===== src/rtl/vx_issue_pkg.sv =====
// Shared definitions for the warp issue arbiter: execution-unit codes and the
// issue request record handed to dispatch.
package vx_issue_pkg;

  localparam int ISSUE_NUM_WARPS = 4;
  localparam int ISSUE_EX_BITS   = 3;
  localparam int ISSUE_DATAW     = 128;
  localparam int ISSUE_WB        = $clog2(ISSUE_NUM_WARPS);

  localparam int EX_NOP      = 0;
  localparam int EX_ALU      = 1;
  localparam int EX_BITMANIP = 2;
  localparam int EX_LSU      = 3;
  localparam int EX_CSR      = 4;
  localparam int EX_FPU      = 5;
  localparam int EX_GPU      = 6;

  typedef struct packed {
    logic [ISSUE_WB-1:0]      wid;
    logic [ISSUE_EX_BITS-1:0] ex_type;
    logic [ISSUE_DATAW-1:0]   data;
  } issue_req_t;

endpackage


===== src/rtl/vx_rr_find_first.sv =====
// Rotating priority encoder: reports the first set request bit found when
// searching from start_i upward, wrapping at N.
module vx_rr_find_first #(
  parameter  int N = 4,
  localparam int W = $clog2(N)
) (
  input  logic [N-1:0] req_i,
  input  logic [W-1:0] start_i,
  output logic         found_o,
  output logic [W-1:0] idx_o
);

  int pos;

  // Walk offsets from farthest to nearest so the nearest hit is written last.
  always_comb begin
    found_o = 1'b0;
    idx_o   = '0;
    pos     = 0;
    for (int i = N - 1; i >= 0; i--) begin
      pos = int'(start_i) + i;
      if (pos >= N) pos = pos - N;
      if (req_i[pos]) begin
        found_o = 1'b1;
        idx_o   = W'(pos);
      end
    end
  end

endmodule


===== src/rtl/vx_issue_arbiter.sv =====
// Per-core warp issue arbiter: round-robin over ready warps with a starvation
// override, feeding a one-entry registered request stage into dispatch.
module vx_issue_arbiter
  import vx_issue_pkg::*;
#(
  parameter  int NUM_WARPS    = 4,
  parameter  int EX_BITS      = 3,
  parameter  int NUM_EX       = 6,
  parameter  int DATAW        = 128,
  parameter  int STARVE_LIMIT = 15,
  localparam int WB           = $clog2(NUM_WARPS),
  localparam int SB           = $clog2(STARVE_LIMIT + 1)
) (
  input  logic                         clk,
  input  logic                         reset_n,
  input  logic [NUM_WARPS-1:0]         in_valid,
  input  logic [NUM_WARPS*EX_BITS-1:0] in_ex_type,
  input  logic [NUM_WARPS*DATAW-1:0]   in_data,
  output logic [NUM_WARPS-1:0]         in_ready,
  input  logic [NUM_EX-1:0]            unit_ready,
  output logic                         out_valid,
  output logic [WB-1:0]                out_wid,
  output logic [EX_BITS-1:0]           out_ex_type,
  output logic [DATAW-1:0]             out_data,
  input  logic                         out_ready
);

  typedef struct packed {
    logic [WB-1:0]      wid;
    logic [EX_BITS-1:0] ex_type;
    logic [DATAW-1:0]   data;
  } req_t;

  logic                         outValid_q, outValid_d;
  req_t                         outReq_q, outReq_d;
  logic [WB-1:0]                rrPtr_q, rrPtr_d;
  logic [NUM_WARPS-1:0][SB-1:0] cnt_q, cnt_d;

  logic [NUM_WARPS-1:0] elig, starve;
  logic [EX_BITS-1:0]   exType;
  logic                 unitOk;
  logic                 free, rrFound, starveFound, grantValid;
  logic [WB-1:0]        rrIdx, starveIdx, grantIdx;

  assign free = !outValid_q || out_ready;

  // NOP and codes beyond the last unit bypass the ready hint entirely.
  always_comb begin
    elig   = '0;
    starve = '0;
    exType = '0;
    unitOk = 1'b0;
    for (int w = 0; w < NUM_WARPS; w++) begin
      exType = in_ex_type[w*EX_BITS +: EX_BITS];
      unitOk = 1'b0;
      for (int k = 0; k < NUM_EX; k++) begin
        if (int'(exType) == k + 1) unitOk = unit_ready[k];
      end
      elig[w]   = in_valid[w] && (int'(exType) == EX_NOP || int'(exType) > NUM_EX || unitOk);
      starve[w] = in_valid[w] && (cnt_q[w] == SB'(STARVE_LIMIT));
    end
  end

  vx_rr_find_first #(.N(NUM_WARPS)) rrFind (
    .req_i   (elig),
    .start_i (rrPtr_q),
    .found_o (rrFound),
    .idx_o   (rrIdx)
  );

  vx_rr_find_first #(.N(NUM_WARPS)) starveFind (
    .req_i   (starve),
    .start_i ('0),
    .found_o (starveFound),
    .idx_o   (starveIdx)
  );

  // Gating with reset_n keeps the pop strobe quiet while reset is held.
  assign grantValid = reset_n && free && (starveFound || rrFound);
  assign grantIdx   = starveFound ? starveIdx : rrIdx;

  always_comb begin
    in_ready = '0;
    if (grantValid) in_ready[grantIdx] = 1'b1;
  end

  always_comb begin
    outValid_d = outValid_q;
    outReq_d   = outReq_q;
    rrPtr_d    = rrPtr_q;
    if (grantValid) begin
      outValid_d       = 1'b1;
      outReq_d.wid     = grantIdx;
      outReq_d.ex_type = in_ex_type[int'(grantIdx)*EX_BITS +: EX_BITS];
      outReq_d.data    = in_data[int'(grantIdx)*DATAW +: DATAW];
      rrPtr_d          = (int'(grantIdx) == NUM_WARPS - 1) ? '0 : grantIdx + 1'b1;
    end else if (free) begin
      outValid_d = 1'b0;
    end
  end

  // A stalled output stage counts as a lost cycle for every waiting warp.
  always_comb begin
    cnt_d = cnt_q;
    for (int w = 0; w < NUM_WARPS; w++) begin
      if (!in_valid[w] || (grantValid && int'(grantIdx) == w)) begin
        cnt_d[w] = '0;
      end else if (cnt_q[w] != SB'(STARVE_LIMIT)) begin
        cnt_d[w] = cnt_q[w] + 1'b1;
      end
    end
  end

  always_ff @(posedge clk or negedge reset_n) begin
    if (!reset_n) begin
      outValid_q <= 1'b0;
      outReq_q   <= '0;
      rrPtr_q    <= '0;
      cnt_q      <= '0;
    end else begin
      outValid_q <= outValid_d;
      outReq_q   <= outReq_d;
      rrPtr_q    <= rrPtr_d;
      cnt_q      <= cnt_d;
    end
  end

  assign out_valid   = outValid_q;
  assign out_wid     = outReq_q.wid;
  assign out_ex_type = outReq_q.ex_type;
  assign out_data    = outReq_q.data;

endmodule


===== config.mk =====
export PLATFORM = sky130hd
export DESIGN_NAME = vx_issue_arbiter
export DESIGN_NICKNAME = d
export VERILOG_FILES = /design/src/rtl/vx_issue_pkg.sv /design/src/rtl/vx_rr_find_first.sv /design/src/rtl/vx_issue_arbiter.sv
export SDC_FILE = /design/constraint.sdc
export NUM_CORES = 1
export LEC_CHECK = 0
export BUFFER_PORTS_ARGS = -buffer_cell sky130_fd_sc_hd__clkbuf_2
export CORE_AREA = 2 2 264 266
export DETAILED_ROUTE_END_ITERATION = 16
export DIE_AREA = 0 0 266 268
export MAX_ROUTING_LAYER = met4
export PLACE_DENSITY_LB_ADDON = 0.12
export SYNTH_ARGS = -nofsm -noshare
export SYNTH_HDL_FRONTEND = slang
export SYNTH_SLANG_ARGS = --single-unit

===== constraint.sdc =====
create_clock -name clk -period 7.97 [get_ports clk]
set_clock_uncertainty 0.1 [all_clocks]
set_input_delay 0.797 -clock clk [delete_from_list [all_inputs] [get_ports clk]]
set_output_delay 0.797 -clock clk [all_outputs]
set_load 0.05 [all_outputs]

==> results.md, run 1 <==
| Group | Parameter | Value |
|---|---|---|
| drt | Number of detailed-routing iterations run before antenna repair | 5 |
| cts | # clock sinks | 152 |
| worst setup path | Endpoint of the most critical register-to-register path | out_data[49] |
| floorplanning | Rows | 96 |
| drt | Post-detailed-route wirelength per cell | 22.6 um |
| worst setup path | Sort of element at the end of the critical path | output port |
| floorplanning | Height of the die | 268 um |
| logic synthesis | Yosys top cell area share | 0.374 |
| global route | Gr usage total | 0.170 |
| sta | Number of pins exceeding their max-slew limit in the final report | 0 |
| cts | Post-CTS setup repair buffer count | 0 |
| global route | Wire length of the first global-routing pass | 87200 um |
| sta | Setup Viol. Count Final | 0 |
| sta | Fmax | 0.215 GHz |
| pwr | Cell leakage power | 6.75 nW |
| logic synthesis | Post-Synthesis Cell Area | 0.0102 mm^2 |
| sta | Headroom to the max-slew limit | 0.267 |
| sta | Measured slew at the worst slew-check pin | 1.10 ns |
| worst setup path | Worst path max stage delay | 0.94 ns |
| worst setup path | End point of the critical path | in_ready[2] |
| cts | Maximum number of buffers from clock root to sink | 2 |
| cts | Clock root buffer | sky130_fd_sc_hd__clkbuf_16 |
| run status | Status | complete, no violations |
| pwr | Cell area power density | 319 mW/mm^2 |
| cts | H-tree depth | 4 |
| sta | Setup TNS | 0 ns |
| worst setup path | Startpoint-to-endpoint class of the critical path | reg -> out |
| sta | Final Hold Violating Endpoints | 0 |
| logic synthesis | Post-synth top cells | sky130_fd_sc_hd__nand2_1 (264), sky130_fd_sc_hd__nor2_1 (157), sky130_fd_sc_hd__dfrtp_1 (152) |
| logic synthesis | Total nets after synthesis | 1759 |
| floorplanning | Die area | 0.0713 mm^2 |
| drt | Final Routed Wirelength | 61100 um |
| sta | Final period demand of the worst path | 4.66 ns |
| worst setup path | Beginning of the critical path | cnt_q[12] |
| worst setup path | Reg2Reg Setup Slack | 3.47 ns |
| floorplanning | Number of I/O pins | 675 |
| logic synthesis | Most common cell in the netlist | sky130_fd_sc_hd__nand2_1 |
| global route | Overflow after GRT | 0 |
| drt | Residual DRC | 0 |
| global route | Initial antenna violation count | 8 |
| drt | Vias per Instance | 4.60 |
| final layout | Share of layout cells above drive strength 1 | 0.408 |
| worst setup path | Startpoint types | register |
| floorplanning | Initial Util | 0.149 |
| logic synthesis | Top flip-flop cell by instance count after synthesis | sky130_fd_sc_hd__dfrtp_1 |
| cts | Clock tree from TritonCTS | built |
| logic synthesis | Mapped Avg Cell Area | 8.38 um^2 |
| placement | Cell area after placement | 0.0143 mm^2 |
| placement | PortBufs | 674 |
| floorplanning | Horizontal die dimension | 266 um |
| sta | Fin crit share | 0.585 |
| sta | Final critical-path setup slack | 3.31 ns |
| logic synthesis | Async SR Flop Fraction | 1.00 |
| final layout | Post-layout net count | 2341 |
| logic synthesis | Number of enable-type register cells in the synthesized netlist | 0 |
| drt | DRC marker count from the first detailed-route iteration | 603 |
| placement | GP Congestion | 0.845 |
| global route | Largest net degree at the start of global routing | 132 |
| flow run | Maximum capacitance violations | 0 |
| final layout | Signed area change from the synthesized netlist to the final layout | 47.8% |
| cts | Clock transition at path regs | 0.07 ns |
| cts | Clock latency on the worst-skew pair | 0.48 ns |
| drt | Antenna-violating nets left | 0 |
| logic synthesis | Synth area leader | sky130_fd_sc_hd__dfrtp_1 |
| cts | Number of buffers added by the clock tree synthesis step | 17 |
| placement | Placed wire-length estimate after detailed placement | 44800 um |
| logic synthesis | Top cells by area, synth | sky130_fd_sc_hd__dfrtp_1 (37%), sky130_fd_sc_hd__a2111oi_0 (11%), sky130_fd_sc_hd__a311oi_1 (11%), sky130_fd_sc_hd__nand2_1 (9.7%), sky130_fd_sc_hd__a21boi_0 (9.7%) |
| global route | Vias in the first global route | 13200 |
| worst setup path | Critical Path RT | 7.07 ns |
| logic synthesis | #FFs+latches synth | 152 |
| worst setup path | Cells on worst reg2reg path | 8 |
| logic synthesis | Post-Synthesis Cells | 1214 |
| drt | Total number of vias | 12400 |
| worst hold path | Min-Delay Path Class | in -> async |
| cts | Hold-fix buffers, CTS | 0 |
| placement | Setup WS pre-CTS | 3.17 ns |
| worst setup path | Cell with the biggest individual delay on the critical path | sky130_fd_sc_hd__a211oi_4 |
| final layout | Final cell area excluding filler cells | 0.0150 mm^2 |
| logic synthesis | Portion of the post-synthesis area used by sequential elements | 0.374 |
| logic synthesis | Distinct cell type count after synthesis | 46 |
| cts | PostCTS Resize Cnt | 0 |
| worst setup path | Highest fanout seen on the critical path | 23 |
| worst setup path | CP Cell Sequence | ha_1 -> nand3_1 -> o2111ai_2 -> a21oi_1 -> a211oi_4 -> inv_1 -> ha_1 -> inv_1 -> nor2_1 -> clkbuf_2 |
| worst setup path | Reg2reg start | cnt_q[12] |
| worst setup path | Arrival time at the worst endpoint | 3.76 ns |
| pwr | Max VDD drop | 0.123 mV |
| floorplanning | Core ar. | 0.0682 mm^2 |
| sta | Setup repair after global routing missed its margin | false |
| logic synthesis | Count of warnings emitted by yosys | 0 |
| sta | Final-layout worst hold slack | 0.207 ns |
[stage by stage]
step	std cells	utilization	total power [W]
global placement	2659	0.210	0.00382
detailed placement	2659	0.210	0.00381
finish	2699	0.220	0.00480
CTS	2689	0.220	0.00488
global route	2697	0.220	0.00507
floorplan	1214	-	0.00295
[kinds of logic after synthesis]
group	Yosys count	synth area share
flops	152	0.374
xor+xnor	5	0.00430
mux	9	0.00886
compound gates	443	0.365
fa+ha+maj	8	0.00984
buf+inv	140	0.0616
simple gates	457	0.177
[layer usage]
metal  up-vias  wire length, um  global-route usage
met1      6024            24200               0.188
met5         -                0                   -
met2       558            30500               0.289
met4         0             1790              0.0660
met3        65             4590              0.0505
li1       5768                -                   -
[sequential cells by signal, summed over array words and instances, names as in the netlist]
signal	count
cnt_q	16
out_data	128
out_ex_type	3
out_valid	1
out_wid	2
rrPtr_q	2
[power breakdown]
group	internal, W	switching [W]
Clock	0.000648	0.000389
Combinational	0.000590	0.00192
Sequential	0.00106	0.000188
Total	0.00230	0.00250
[layout make-up]
type | instances | area, um^2
Multi-Input combinational cell | 922 | 5800
Inverter | 10 | 45.0
Clock buffer | 18 | 429
Tap cell | 882 | 1100
Clock inverter | 12 | 274
Antenna cell | 10 | 25.0
Fill cell | 7802 | 53200
Sequential cell | 152 | 3800
Timing Repair Buffer | 693 | 3550
[worst max-delay path: cells and delay by family, from the launching register on]
| family | cells | cell delay (ns) |
|---|---|---|
| compound gates | 3 | 1.60 |
| buf+inv | 3 | 0.51 |
| fa+ha+maj | 2 | 0.47 |
| flops | 1 | 0.40 |
| simple gates | 2 | 0.28 |
[worst min path at each step]
stage                          start           end  slack, ns  cells past startpoint
after floorplan            cnt_q[15]     cnt_q[15]       0.37                      1
after global placement    out_wid[1]    out_wid[1]       0.37                      2
after detailed placement  out_wid[0]    out_wid[0]       0.38                      1
after CTS                    reset_n  out_data[43]       0.19                      1
after global routing         reset_n  out_data[52]       0.22                      1
final                        reset_n  out_data[43]       0.21                      1
[cells in the final DEF (no fill, tap or decap), types with 9 or more instances in the layout]
cell,count
sky130_fd_sc_hd__clkbuf_2,673
sky130_fd_sc_hd__nand2_1,264
sky130_fd_sc_hd__nor2_1,157
sky130_fd_sc_hd__dfrtp_1,152
sky130_fd_sc_hd__a21boi_0,131
sky130_fd_sc_hd__a2111oi_0,130
sky130_fd_sc_hd__a311oi_1,127
sky130_fd_sc_hd__clkbuf_16,17
sky130_fd_sc_hd__buf_4,17
sky130_fd_sc_hd__diode_2,10
sky130_fd_sc_hd__nand3_1,10
sky130_fd_sc_hd__nand2b_1,9
sky130_fd_sc_hd__inv_1,9
sky130_fd_sc_hd__mux2i_1,9
Note: power is estimated with default switching activity, not from simulation.
==> run 2, diff against run 1 <==
Settings changed: CORE_AREA 2 2 264 266 to 2 2 265 267, DIE_AREA 0 0 266 268 to 0 0 267 269.
Clock period 7.97 ns to 4.3 ns, I/O delays scaled along.
==> run 2 against run 1 <==
Die area grew 0.75%. Sequential share of layout area shrank 0.28 points. Clock power rose by 48%. First-iteration DRC count grew 22%. Critical path type unchanged. Worst hold slack got worse by 0.12 ns. Wire length is essentially flat. Non-clock buffer count grew 12. Combinational power grew 88%. Critical endpoint is now in_ready[0]. Design area rose by 1.1%. Register-to-register slack lost 2.7 ns. Via count rose by 0.49%.
==> results.md, run 2 (synthesis results as in run 1) <==
| Group | Parameter | Value |
|---|---|---|
| placement | PortBufs | 674 |
| pwr | Clock power frac | 0.179 |
| cts | Maximum number of buffers from clock root to sink | 2 |
| global route | Vias in the first global route | 13000 |
| final layout | Non-Filler Instances | 2767 |
| worst setup path | Worst path max stage delay | 0.42 ns |
| cts | Clock root buffer | sky130_fd_sc_hd__clkbuf_16 |
| floorplanning | Initial Util | 0.147 |
| cts | H-tree depth | 4 |
| cts | # clock sinks | 152 |
| drt | DRC marker count from the first detailed-route iteration | 733 |
| final layout | Share of layout cells above drive strength 1 | 0.412 |
| global route | Overflow after GRT | 0 |
| final layout | Post-layout net count | 2353 |
| worst setup path | Startpoint-to-endpoint class of the critical path | reg -> out |
| cts | Number of buffers added by the clock tree synthesis step | 17 |
| floorplanning | Core ar. | 0.0693 mm^2 |
| worst setup path | Cell type with the highest occurrence count on the critical path | sky130_fd_sc_hd__ha_1 |
| worst setup path | Endpoint of the most critical register-to-register path | out_data[60] |
| placement | Placed wire-length estimate after detailed placement | 44900 um |
| final layout | Flip-flop count of the largest register after layout | 128 |
| drt | Residual DRC | 0 |
| sta | Setup repair after global routing missed its margin | false |
| drt | Vias per Instance | 4.51 |
| sta | Fin crit share | 0.868 |
| global route | Largest net degree at the start of global routing | 132 |
| final layout | Signed area change from the synthesized netlist to the final layout | 49.4% |
| flow run | Maximum capacitance violations | 0 |
| pwr | Cell leakage power | 6.80 nW |
| sta | Final period demand of the worst path | 3.73 ns |
| pwr | Final total power | 0.00860 W |
| worst hold path | Min-Delay Path Class | in -> reg |
| drt | Post-detailed-route wirelength per cell | 22.1 um |
| placement | DP Cell Count | 2728 |
| worst setup path | Cells on worst reg2reg path | 10 |
| cts | Clock tree from TritonCTS | built |
| drt | Antenna-violating nets left | 0 |
| worst setup path | Highest fanout seen on the critical path | 39 |
| pwr | Gate power share | 0.550 |
| sta | Number of pins exceeding their max-slew limit in the final report | 0 |
| pwr | Cell internal pwr | 0.00395 W |
| cts | Clock latency on the worst-skew pair | 0.47 ns |
| worst setup path | Beginning of the critical path | cnt_q[0] |
| pwr | Power share of the sequential group | 0.271 |
| floorplanning | Height of the die | 269 um |
| final layout | Top library cells by usage in the layout, fill and taps aside | sky130_fd_sc_hd__clkbuf_2 (669), sky130_fd_sc_hd__nand2_1 (264), sky130_fd_sc_hd__nor2_1 (157) |
| cts | Post-CTS setup repair buffer count | 0 |
| worst setup path | Reg2Reg Setup Slack | 0.75 ns |
| global route | Initial antenna violation count | 9 |
| sta | Measured slew at the worst slew-check pin | 0.923 ns |
| worst hold path | Destination of the worst hold path | out_data[62] |
| worst setup path | Critical Path RT | 3.77 ns |
| worst hold path | Hold Startpoint | in_data[446] |
| floorplanning | Die area | 0.0718 mm^2 |
| floorplanning | Rows | 97 |
| drt | Total number of vias | 12500 |
| sta | Fmax | 0.268 GHz |
| placement | GP Congestion | 0.835 |
| worst hold path | Hold Path Cell Cnt | 3 |
| worst setup path | Reg2reg start | cnt_q[12] |
| worst setup path | CP Cell Sequence | ha_1 -> nand4_1 -> o2111ai_2 -> nand2_1 -> o41a_4 -> nand2_8 -> inv_8 -> ha_1 -> inv_1 -> nor2_1 -> buf_12 |
| worst setup path | Arrival time at the worst endpoint | 3.20 ns |
| global route | Gr usage total | 0.167 |
| global route | Wire length of the first global-routing pass | 86100 um |
| sta | Headroom to the max-slew limit | 0.369 |
| pwr | Share of total power consumed by net switching | 0.540 |
| sta | Setup Viol. Count Final | 0 |
| worst setup path | Startpoint types | register |
| pwr | Max VDD drop | 0.194 mV |
| floorplanning | Number of I/O pins | 675 |
| floorplanning | Horizontal die dimension | 267 um |
| drt | Number of detailed-routing iterations run before antenna repair | 5 |
| run status | Status | complete, no violations |
| drt | Final Routed Wirelength | 61100 um |
| sta | Setup TNS | 0 ns |
| final layout | Most common cell after layout, fill and taps aside | sky130_fd_sc_hd__clkbuf_2 |
| cts | Clock transition at path regs | 0.07 ns |
| sta | Final Hold Violating Endpoints | 0 |
| pwr | Cell area power density | 566 mW/mm^2 |
| worst setup path | Sort of element at the end of the critical path | output port |
| worst setup path | Cell with the biggest individual delay on the critical path | sky130_fd_sc_hd__dfrtp_1 |
| pwr | Power dissipated by switching net loads | 0.00465 W |
[run 2: cell types whose count changed in the layout (fill, tap and decap cells not counted), moves of 3 or more]
cell / before / now
sky130_fd_sc_hd__buf_12: 2 / 14
sky130_fd_sc_hd__buf_4: 17 / 20
sky130_fd_sc_hd__bufinv_16: 8 / 1
sky130_fd_sc_hd__clkbuf_2: 673 / 669
sky130_fd_sc_hd__clkinv_2: 0 / 6
sky130_fd_sc_hd__diode_2: 10 / 7
[run 2: stage by stage]
step | hold WS, ns | util | setup WS [ns] | area [um^2]
after global placement | 0.315 | 0.211 | 0.482 | 14600
final | 0.0831 | 0.219 | 0.569 | 15200
after global routing | 0.0520 | 0.219 | 0.242 | 15200
after CTS | 0.0308 | 0.219 | 0.460 | 15200
after floorplan | 0.0344 | - | 0.899 | 10200
after detailed placement | 0.313 | 0.211 | 0.489 | 14600
[run 2: area by class of cell]
cell class / count / area (um^2)
clock inverter: 12 / 101
sequential: 152 / 3800
fill: 7829 / 54100
antenna: 7 / 17.5
multi-input combinational: 922 / 5800
clock buffer: 19 / 453
inverter: 10 / 45.0
timing repair buffer: 705 / 3800
tap: 940 / 1180
[run 2: routing by layer]
layer | share of wire | global-route usage
met3 | 0.072 | 0.0517
met1 | 0.40 | 0.184
met4 | 0.031 | 0.0635
met5 | 0 | -
met2 | 0.50 | 0.283
[run 2: timing repair]
item / CTS / global route
resized for setup: 0 / 0
endpoints found under the setup margin: 0 / 0
hold endpoints to repair: 39 / 0
hold buffers: 1 / 0
[run 2: worst max-delay path: cells and delay by family (launching register included)]
family                   cells  cell delay, ns
AND/OR/NAND/NOR              4            0.76
AO/OA/AOI/OAI                2            0.52
buffers and inverters        3            0.52
adder cells (fa/ha/maj)      2            0.47
flip-flops                   1            0.42
[run 2: worst max-delay path by stage]
stage / to / slack, ns / depth (start not counted)
after global routing: in_ready[0] / 0.24 / 10
final: in_ready[0] / 0.57 / 11
after global placement: out_data[60] / 0.48 / 10
after floorplan: in_ready[3] / 0.90 / 10
after CTS: in_ready[0] / 0.46 / 11
after detailed placement: out_data[60] / 0.49 / 10
[run 2: power by group through the flow]
stage	Combinational (W)	Sequential, W	Clock (W)
final	0.00473	0.00233	0.00154
after global routing	0.00504	0.00239	0.00167
after CTS	0.00480	0.00234	0.00163
after detailed placement	0.00480	0.00235	0
after global placement	0.00482	0.00235	0
after floorplan	0.00133	0.00414	0
==> run 3, diff against run 2 <==
Settings changed: CORE_AREA 2 2 265 267 to 2 2 263 265, DIE_AREA 0 0 267 269 to 0 0 265 267.
Clock period 4.3 ns to 3.05 ns, I/O delays scaled along.
==> run 3 against run 2 <==
The flow now finishes with violations (negative setup slack). Total power grew 51%. Clock-buffer cell count shrank 2. Cell count grew 10%. Sequential power is 40% higher. First-iteration DRC count down 21%. Global-route usage grew 0.42 points. Non-clock buffer count rose by 344. Critical path type unchanged. Critical endpoint is now in_ready[1].
==> results.md, run 3 (synthesis results as in run 1) <==
| Group | Parameter | Value |
|---|---|---|
| drt | Residual DRC | 0 |
| drt | Post-detailed-route wirelength per cell | 20.0 um |
| final layout | Post-layout net count | 2697 |
| worst setup path | Sort of element at the end of the critical path | output port |
| worst setup path | Critical Path RT | 2.64 ns |
| cts | H-tree depth | 4 |
| worst setup path | Startpoint types | register |
| floorplanning | Horizontal die dimension | 265 um |
| sta | Fmax | 0.323 GHz |
| floorplanning | Initial Util | 0.150 |
| drt | Vias per Instance | 4.50 |
| cts | # clock sinks | 152 |
| worst setup path | Highest fanout seen on the critical path | 4 |
| pwr | Max VDD drop | 0.249 mV |
| placement | GP Congestion | 0.854 |
| sta | Final critical-path setup slack | -0.0446 ns |
| global route | Initial antenna violation count | 9 |
| sta | Headroom to the max-slew limit | 0.388 |
| cts | Clock root buffer | sky130_fd_sc_hd__clkbuf_16 |
| sta | Number of pins exceeding their max-slew limit in the final report | 0 |
| sta | Measured slew at the worst slew-check pin | 0.918 ns |
| cts | Number of buffers added by the clock tree synthesis step | 17 |
| pwr | Cell area power density | 689 mW/mm^2 |
| drt | Final Routed Wirelength | 61000 um |
| global route | Largest net degree at the start of global routing | 132 |
| final layout | Non-Filler Instances | 3055 |
| sta | Fin crit share | 1.01 |
| global route | Overflow after GRT | 0 |
| sta | Final Hold Violating Endpoints | 0 |
| sta | Setup Viol. Count Final | 3 |
| cts | Clock transition at path regs | 0.07 ns |
| floorplanning | Rows | 96 |
| placement | Placed wire-length estimate after detailed placement | 44400 um |
| global route | Gr usage total | 0.172 |
| cts | Maximum number of buffers from clock root to sink | 2 |
| drt | Number of detailed-routing iterations run before antenna repair | 5 |
| placement | PortBufs | 674 |
| floorplanning | Die area | 0.0708 mm^2 |
| flow run | Maximum capacitance violations | 0 |
| placement | Setup WS pre-CTS | -0.499 ns |
| worst hold path | Min-Delay Path Class | in -> reg |
| drt | DRC marker count from the first detailed-route iteration | 582 |
| final layout | Flip-flop count of the largest register after layout | 128 |
| final layout | Utilization after layout | 0.277 |
| sta | Setup repair after global routing missed its margin | true |
| floorplanning | Number of I/O pins | 675 |
| sta | Final-layout worst hold slack | 0.0364 ns |
| run status | Status | complete, but fails checks |
| floorplanning | Core ar. | 0.0680 mm^2 |
| floorplanning | Height of the die | 267 um |
| worst setup path | Startpoint-to-endpoint class of the critical path | reg -> out |
| global route | Wire length of the first global-routing pass | 89200 um |
| final layout | Area of the multi-input gates | 0.00607 mm^2 |
| worst setup path | Arrival time at the worst endpoint | 2.69 ns |
| final layout | Most common cell after layout, fill and taps aside | sky130_fd_sc_hd__clkbuf_2 |
| placement | DP Cell Count | 2736 |
| drt | Total number of vias | 13700 |
| final layout | Register Area | 0.00380 mm^2 |
| final layout | Top library cells by usage in the layout, fill and taps aside | sky130_fd_sc_hd__clkbuf_2 (669), sky130_fd_sc_hd__nand2_1 (263), sky130_fd_sc_hd__dlygate4sd3_1 (247) |
| cts | Clock tree from TritonCTS | built |
| cts | Clock latency on the worst-skew pair | 0.47 ns |
| global route | Vias in the first global route | 14700 |
| sta | Final period demand of the worst path | 3.09 ns |
| run status | Failing checks | negative setup slack |
| final layout | Share of layout cells above drive strength 1 | 0.409 |
| final layout | Count of filler cells inserted in the layout | 7433 |
| drt | Antenna-violating nets left | 0 |
| pwr | Cell leakage power | 8.40 nW |
| final layout | Signed area change from the synthesized netlist to the final layout | 84.9% |
[run 3: changes by cell type in the layout (fill, tap and decap cells not counted), moves of 7 or more]
cell                            previous run  this run
sky130_fd_sc_hd__buf_12                   14        26
sky130_fd_sc_hd__a2111oi_1                 0        10
sky130_fd_sc_hd__a2111oi_2                 0        14
sky130_fd_sc_hd__dlygate4sd3_1             1       247
sky130_fd_sc_hd__ha_1                      8         0
sky130_fd_sc_hd__ha_4                      0         7
sky130_fd_sc_hd__a2111oi_0               131       107
sky130_fd_sc_hd__buf_4                    20       101
[run 3: final timing paths]
kind	start	to	slack, ns	cells past startpoint
max	cnt_q[1]	in_ready[1]	-0.04	11
max reg2reg	cnt_q[1]	out_data[83]	0.03	12
max in group asynchronous	reset_n	out_data[106]	1.47	3
min	in_data[192]	out_data[64]	0.04	3
min reg2reg	out_wid[0]	out_wid[0]	0.38	1
min in group asynchronous	reset_n	out_data[41]	0.17	2
[run 3: cell type report]
type / instances / share of cell area
inverter: 10 / 0.00313
sequential: 152 / 0.202
timing repair buffer: 1049 / 0.381
clock inverter: 14 / 0.00805
multi-input combinational: 922 / 0.323
antenna: 9 / 0.00120
tap: 882 / 0.0587
clock buffer: 17 / 0.0226
[run 3: timing repair]
action / 4_1_cts / 5_1_grt
setup endpoints to repair: 9 / 37
hold buffers: 247 / 0
gates cloned: 0 / 0
setup buffers: 18 / 14
gates resized for setup: 37 / 48
pin swaps: 16 / 5
endpoints found under the hold margin: 147 / 0
[run 3: metrics by stage]
step                cell area [um^2]  TNS [ns]  power (W)
floorplan                      10200  -0.00567    0.00771
global placement               15200    -0.593     0.0104
detailed placement             15200     -1.12     0.0103
CTS                            18500    -0.259     0.0130
global route                   18800     -1.23     0.0137
finish                         18800   -0.0874     0.0130
[run 3: worst max-delay path, cell delays in order, from the launching register on]
cell	delay [ns]
sky130_fd_sc_hd__dfrtp_1	0.42
sky130_fd_sc_hd__ha_4	0.18
sky130_fd_sc_hd__nand4_1	0.19
sky130_fd_sc_hd__buf_4	0.16
sky130_fd_sc_hd__nand2_2	0.04
sky130_fd_sc_hd__o41a_4	0.49
sky130_fd_sc_hd__nand2_8	0.11
sky130_fd_sc_hd__inv_16	0.05
sky130_fd_sc_hd__buf_12	0.13
sky130_fd_sc_hd__ha_4	0.15
sky130_fd_sc_hd__and2_4	0.14
sky130_fd_sc_hd__buf_12	0.14
[run 3: metal layers]
| layer | wire (um) | global-route usage | up-vias |
|---|---|---|---|
| li1 | - | - | 6484 |
| met4 | 1590 | 0.0594 | 0 |
| met2 | 31100 | 0.297 | 506 |
| met3 | 3540 | 0.0423 | 73 |
| met5 | 0 | - | - |
| met1 | 24700 | 0.192 | 6686 |
[run 3: report_power, final]
| part | total, W | internal [W] | switching (W) |
|---|---|---|---|
| Combinational | 0.00744 | 0.00220 | 0.00525 |
| Sequential | 0.00327 | 0.00278 | 0.000486 |
| Clock | 0.00225 | 0.00120 | 0.00105 |
| Total | 0.0130 | 0.00618 | 0.00678 |
